**config.mk**
```make
export PLATFORM = sky130hd
export DESIGN_NAME = fetch_queue
export DESIGN_NICKNAME = d
export VERILOG_FILES = /design/src/rtl/fetch_queue.sv
export SDC_FILE = /design/constraint.sdc
export NUM_CORES = 1
export LEC_CHECK = 0
export ABC_AREA = 0
export CAP_MARGIN = 5
export CORE_UTILIZATION = 60
export CTS_CLUSTER_SIZE = 10
export DETAILED_ROUTE_END_ITERATION = 12
export PLACE_DENSITY = 0.85
export SLEW_MARGIN = 20
export SYNTH_ARGS = -nofsm -noshare
export SYNTH_HDL_FRONTEND = slang
export SYNTH_SLANG_ARGS = --single-unit
```
**constraint.sdc**
```tcl
create_clock -name clk -period 14.35 [get_ports clk]
set_input_delay 2.87 -clock clk [delete_from_list [all_inputs] [get_ports clk]]
set_output_delay 2.87 -clock clk [all_outputs]
set_load 0.02 [all_outputs]
```
**src/rtl/fetch_queue.sv**
```systemverilog
// Fetch-to-decode instruction buffer: DEPTH-entry {pc, instr} FIFO with valid/ready on both sides and branch flush.
// Optional macro FETCH_QUEUE_BYPASS_EN adds a zero-latency pass-through when the queue is empty.
module fetch_queue #(
    parameter int DEPTH = 4
) (
    input  logic                       clk,
    input  logic                       rst,
    input  logic                       flush,
    input  logic                       in_valid,
    input  logic [31:0]                in_pc,
    input  logic [31:0]                in_instr,
    output logic                       in_ready,
    output logic                       out_valid,
    output logic [31:0]                out_pc,
    output logic [31:0]                out_instr,
    input  logic                       out_ready,
    output logic [$clog2(DEPTH):0]     count
);
    localparam int PTR_W = $clog2(DEPTH);
    localparam int CNT_W = PTR_W + 1;

    logic [63:0]      mem_q [DEPTH];
    logic [PTR_W-1:0] wr_ptr_q, wr_ptr_d;
    logic [PTR_W-1:0] rd_ptr_q, rd_ptr_d;
    logic [CNT_W-1:0] count_q, count_d;

    logic        stored_vld;
    logic        full;
    logic        push;
    logic        pop;
    logic [63:0] head;

    assign stored_vld = (count_q != '0);
    assign full       = (count_q == CNT_W'(DEPTH));
    assign head       = mem_q[rd_ptr_q];

    // in_ready depends only on registered state, never on out_ready.
    assign in_ready = ~full;
    assign count    = count_q;

`ifdef FETCH_QUEUE_BYPASS_EN
    logic bypass_act;

    // Empty queue forwards the fetch entry straight to decode in the same cycle.
    assign bypass_act = ~stored_vld & in_valid & ~flush;
    assign out_valid  = (stored_vld & ~flush) | bypass_act;
    assign out_pc     = bypass_act ? in_pc    : head[63:32];
    assign out_instr  = bypass_act ? in_instr : head[31:0];
    assign push       = in_valid & in_ready & ~flush & ~(bypass_act & out_ready);
    assign pop        = stored_vld & out_ready & ~flush;
`else
    assign out_valid  = stored_vld & ~flush;
    assign out_pc     = head[63:32];
    assign out_instr  = head[31:0];
    assign push       = in_valid & in_ready & ~flush;
    assign pop        = out_valid & out_ready;
`endif

    always_comb begin
        wr_ptr_d = wr_ptr_q;
        rd_ptr_d = rd_ptr_q;
        count_d  = count_q;
        if (flush) begin
            // Flush wins over push/pop; storage is left as-is.
            wr_ptr_d = '0;
            rd_ptr_d = '0;
            count_d  = '0;
        end else begin
            if (push) wr_ptr_d = wr_ptr_q + PTR_W'(1);
            if (pop)  rd_ptr_d = rd_ptr_q + PTR_W'(1);
            case ({push, pop})
                2'b10:   count_d = count_q + CNT_W'(1);
                2'b01:   count_d = count_q - CNT_W'(1);
                default: count_d = count_q;
            endcase
        end
    end

    always_ff @(posedge clk or posedge rst) begin
        if (rst) begin
            wr_ptr_q <= '0;
            rd_ptr_q <= '0;
            count_q  <= '0;
            for (int i = 0; i < DEPTH; i++) mem_q[i] <= '0;
        end else begin
            wr_ptr_q <= wr_ptr_d;
            rd_ptr_q <= rd_ptr_d;
            count_q  <= count_d;
            if (push) mem_q[wr_ptr_q] <= {in_pc, in_instr};
        end
    end

endmodule
```
---- After elaboration in Yosys (flattened, before gate mapping) ----
Index checks and enable logic that the tools add are counted.
word-level totals
  bits in registers ....................... 263
  input bits .............................. 69
  output and inout port bits .............. 69
  logic and storage cells ................. 42
operators by class
  $add $sub $neg .......................... 4
  order comparisons ....................... 3
  eq/ne operators ......................... 3
  muxes and demuxes ....................... 12
  bitwise logic cells ..................... 8
  reduce and logical (&&, ||, !) cells .... 5
operators by type and width
  kind                                                        number
  bitwise mux 256 bit                                         1
  2-to-1 mux 64 bit                                           3
  binary-select mux 64 bit (select 2 bit)                     1
  demux 64 bit (select 2 bit)                                 1
  2-to-1 mux 2 bit                                            4
  >= comparator 3 bit, second input constant                  2
  inverter 2 -> 3 bit                                         2
  case mux 3 bit (2 select lines)                             1
  nonzero test 3 bit                                          2
  adder 2 x 1 -> 2 bit, second input constant                 2
  bitwise AND 1 bit                                           4
  nonzero test 2 bit                                          2
  adder 3 x 1 -> 3 bit, second input constant                 1
  == test 3 bit, second input constant                        1
  less-than comparator 3 x 1 -> 1 bit, second input constant  1
  2-to-1 mux 3 bit                                            1
  subtractor 3 x 1 -> 3 bit, second input constant            1
  == test 2 x 1 -> 1 bit, second input constant               1
  == test 2 bit, second input constant                        1
  inverter 1 bit                                              2
  logical AND 1 bit                                           1

---- Longest topological paths before layout ----
  depth after elaboration ................. 7
  mapped depth ............................ 8

---- Worst setup path before layout ----
No wires, ideal clock.
  kind .................................... input port to output port
  from .................................... input port flush
  to ...................................... output port out_valid
  arrival time ............................ 3.339 ns
  required time ........................... 11.480 ns
  setup slack ............................. 8.141 ns
  stages on the path ...................... 2
  path buffers ............................ 1
  cell sequence ........................... clkbuf_1 -> nor2_1
between the ends
  cells in the longest elaborated chain, start to end .. 2
RTL lines
  element             RTL line  text
  start: declaration  8         input logic flush,
  inverter 1 bit      52        assign out_valid = stored_vld & ~flush;
  bitwise AND 1 bit   52
  end: declaration    13        output logic out_valid,
Every way passes these cells.

---- Final worst setup path ----
Ends and elaborated chain as after synthesis.

==> metrics.md <==
| Metric | Value |
|---|---|
| RSZ-0062 raised after global routing | false |
| Yosys top cell area share | 0.556 |
| Synth Cell Area | 11,800 sq um |
| Post CTS Setup Buffer Count | 0 |
| Yosys reg bits | ~260 |
| Most common cell after layout, fill and taps aside | dfrtp_1 |
| First-pass GRT wire length | 39.9 mm |
| Maximum clock rate | ~140 MHz |
| Maximum VDD drop | a little under 100 uV |
| Sw Pwr | between 0.6 and 0.7 mW |
| Slew HR | 0.268 |
| Worst Path Max Fanout | 12 |
| Post-synthesis sequential area ratio | 0.556 |
| Worst Path Required | between 10 and 15 ns |
| # fillers | roughly 1.2k |
| Final Cycle Share | 0.500 |
| Initial antenna violation count | 0 |
| Full die area | 20,300 sq um |
| FF+latch area | between 6000 and 7000 sq um |
| Vias in the first global route | between 7k and 8k |
| Cell taking the most area after synthesis | dfrtp_1 |
| Async SR Flop Fraction | 1.00 |
| Fraction of layout cells with a size suffix above 1 | 0.455 |
| TritonCTS buffer count | 30 |
| Finish-stage setup viols | 0 |
| Post-synth EDFFs | 0 |
| H-tree levels | 1 |
| WL final | ~25 mm |
| Syn Area/Cell | roughly 17 sq um |
| Hold WC Path Type | reg -> reg |
| Sw frac | 0.272 |
| Count of cell types in the netlist | 36 |
| Largest net degree at the start of global routing | roughly 120 |
| GP Congestion | 0.792 |
| CTS tree | done |
| Core box area | 19,400 sq um |
| Sink Count | 263 |
| CP max-delay cell | clkdlybuf4s50_1 |
| Pint | 1.75 mW |
| # diodes | 0 |
| R2R setup slack | 11.57 ns |
| Clk_lat worst skew | roughly 0.55 ns |
| Skew final | a little under 0.02 ns |
| Seq pwr share | 0.446 |
| Status | finished clean |
| Crit. End Element | output port |
| Initial DRT Pass Iterations | 4 |
| Mapped Cells | 682 |
| Post-Syn Nets | ~760 |
| Layout area overhead | 19.7% |
| Clock Pin Slew Worst Setup and Hold Paths | around 0.050 ns |
| Final Hold Fails | 0 |
| Crit path arrival time | approximately 4.3 ns |
| Gr ovfl total | 0 |
| Vias/cell | 5.97 |
| Ys flop type | dfrtp_1 |
| Fin nets | approximately 890 |
| Commonest cells after routing, fill and taps aside | 261 x dfrtp_1, 197 x mux2_2, 137 x clkdlybuf4s50_1 |
| Hold buffers post-CTS | 0 |
| Via count | between 6k and 7k |
| Most common cell type on the critical path | clkdlybuf4s50_1 |
| GRT Util Overall | 0.257 |
| Pwr/cell area | 170 nW/um^2 |
| Minimum clock period | 7.17 ns |
| Final TNS setup | 0 ns |
| Detail Route Antenna Nets | 0 |
| DR iter-0 viols | 252 |
| Number of core rows | 51 |
| Logic pwr share | 0.282 |
| WL per Instance | around 23 microns |
| Clock Path Buffers | 3 |
| Top-Level Pins | about 140 |
| Power, Total | ~2.4 mW |
| PortBufs | ~140 |
| Power share of the clock group | 0.271 |
| Crit Path Category | in -> out |
| Die Wd | ~140 microns |
| Die height | between 100 and 150 microns |
| Max-slew violations | 0 |
| DPL Wire Length | approximately 15 mm |
| Drt drc | 0 |
| Max-cap viol count | 0 |
| Post-CTS Resized | 0 |
| Multi-input logic area | ~5000 sq um |
| Ys Warns | 0 |
| Static leakage | 6.16 nW |
| Synth area leaders | dfrtp_1 56%, mux2_2 19%, mux4_2 12% |
| Worst Max-Slew Pin Slew | between 1 and 1.5 ns |
| Starting Density | 0.610 |
| Critical-path cell list | clkdlybuf4s50_1 > nor2_1 > clkdlybuf4s50_1 |
| CP max stage delay | between 0.6 and 0.7 ns |
| CP Launch Type | primary input |
| Root Buffer | clkbuf_16 |
[flip-flops by register name (all words and copies together) (netlist names)]
| signal | count |
|---|---|
| mem_q | 256 |
| count | 3 |
| rd_ptr_q | 2 |
| wr_ptr_q | 2 |
[kinds of logic (layout without fill, tap and decap cells)]
group,count (synthesis),count (layout),share of synthesized area
multiplexers,323,323,0.387
flip-flops,263,263,0.556
buffers and inverters,49,185,0.0274
AND/OR/NAND/NOR,27,27,0.0148
AO/OA/AOI/OAI,14,14,0.00804
adder cells (fa/ha/maj),5,5,0.00592
XOR/XNOR,1,1,0.000740
[per-stage QoR]
stage	instances	hold WS [ns]	worst slack, ns	cell area, sq um	util
3_5_place_dp	1045	0.487	7.22	13300	0.687
6_report	1083	0.499	7.18	14200	0.730
3_3_place_gp	1044	0.481	7.26	13300	0.686
2_1_floorplan	682	0.474	4.24	11800	-
4_1_cts	1081	0.502	7.18	14100	0.728
5_1_grt	1083	0.512	7.11	14200	0.730
[cell type report]
class | count | share of cell area
well taps | 265 | 0.0234
clock buffers | 35 | 0.0558
repair buffers | 144 | 0.103
multi-input cells | 370 | 0.350
flip-flops and latches | 263 | 0.465
clock inverters | 1 | 0.000353
inverters | 5 | 0.00203
[synthesized netlist by cell type, drive strengths merged, types with 2 or more instances]
master	n
a21oi	4
buf	38
clkbuf	6
dfrtp	263
ha	4
inv	5
mux2	257
mux2i	2
mux4	64
nand2	3
nand2b	4
nand3	8
nor2	3
nor2b	3
o2111ai	2
o21ai	2
[worst paths after layout]
check                                    endpoint                   from  cells after the start
setup / recovery                        out_valid                  flush                      3
hold / removal              mem_q[88]$_DFFE_PP0P_  mem_q[88]$_DFFE_PP0P_                      1
setup reg to reg           mem_q[189]$_DFFE_PP0P_   count[1]$_DFFE_PP0P_                      5
hold reg to reg             mem_q[88]$_DFFE_PP0P_  mem_q[88]$_DFFE_PP0P_                      1
max in group asynchronous   mem_q[52]$_DFFE_PP0P_                    rst                      3
min in group asynchronous   mem_q[98]$_DFFE_PP0P_                    rst                      2
[worst max-delay path, delay by kind of cell]
kind,cells,cell delay [ns]
buf+inv,2,1.23
simple gates,1,0.20
[per-layer routing]
layer,up-vias,share of wire,GRT usage
li1,2789,-,-
met1,3476,0.41,0.331
met5,-,0,0
met4,0,0.020,0.0730
met2,165,0.52,0.448
met3,38,0.045,0.0461
[power by group through the flow]
| stage | Clock (mW) | Combinational, mW | Sequential (mW) |
|---|---|---|---|
| finish | 0.653 | 0.680 | 1.07 |
| global route | 0.695 | 0.721 | 1.10 |
| CTS | 0.666 | 0.687 | 1.08 |
| detailed placement | 0 | 0.682 | 1.08 |
| global placement | 0 | 0.656 | 1.06 |
| floorplan | 0 | 0.485 | 1.03 |
Power figures use the tool's default switching activity.
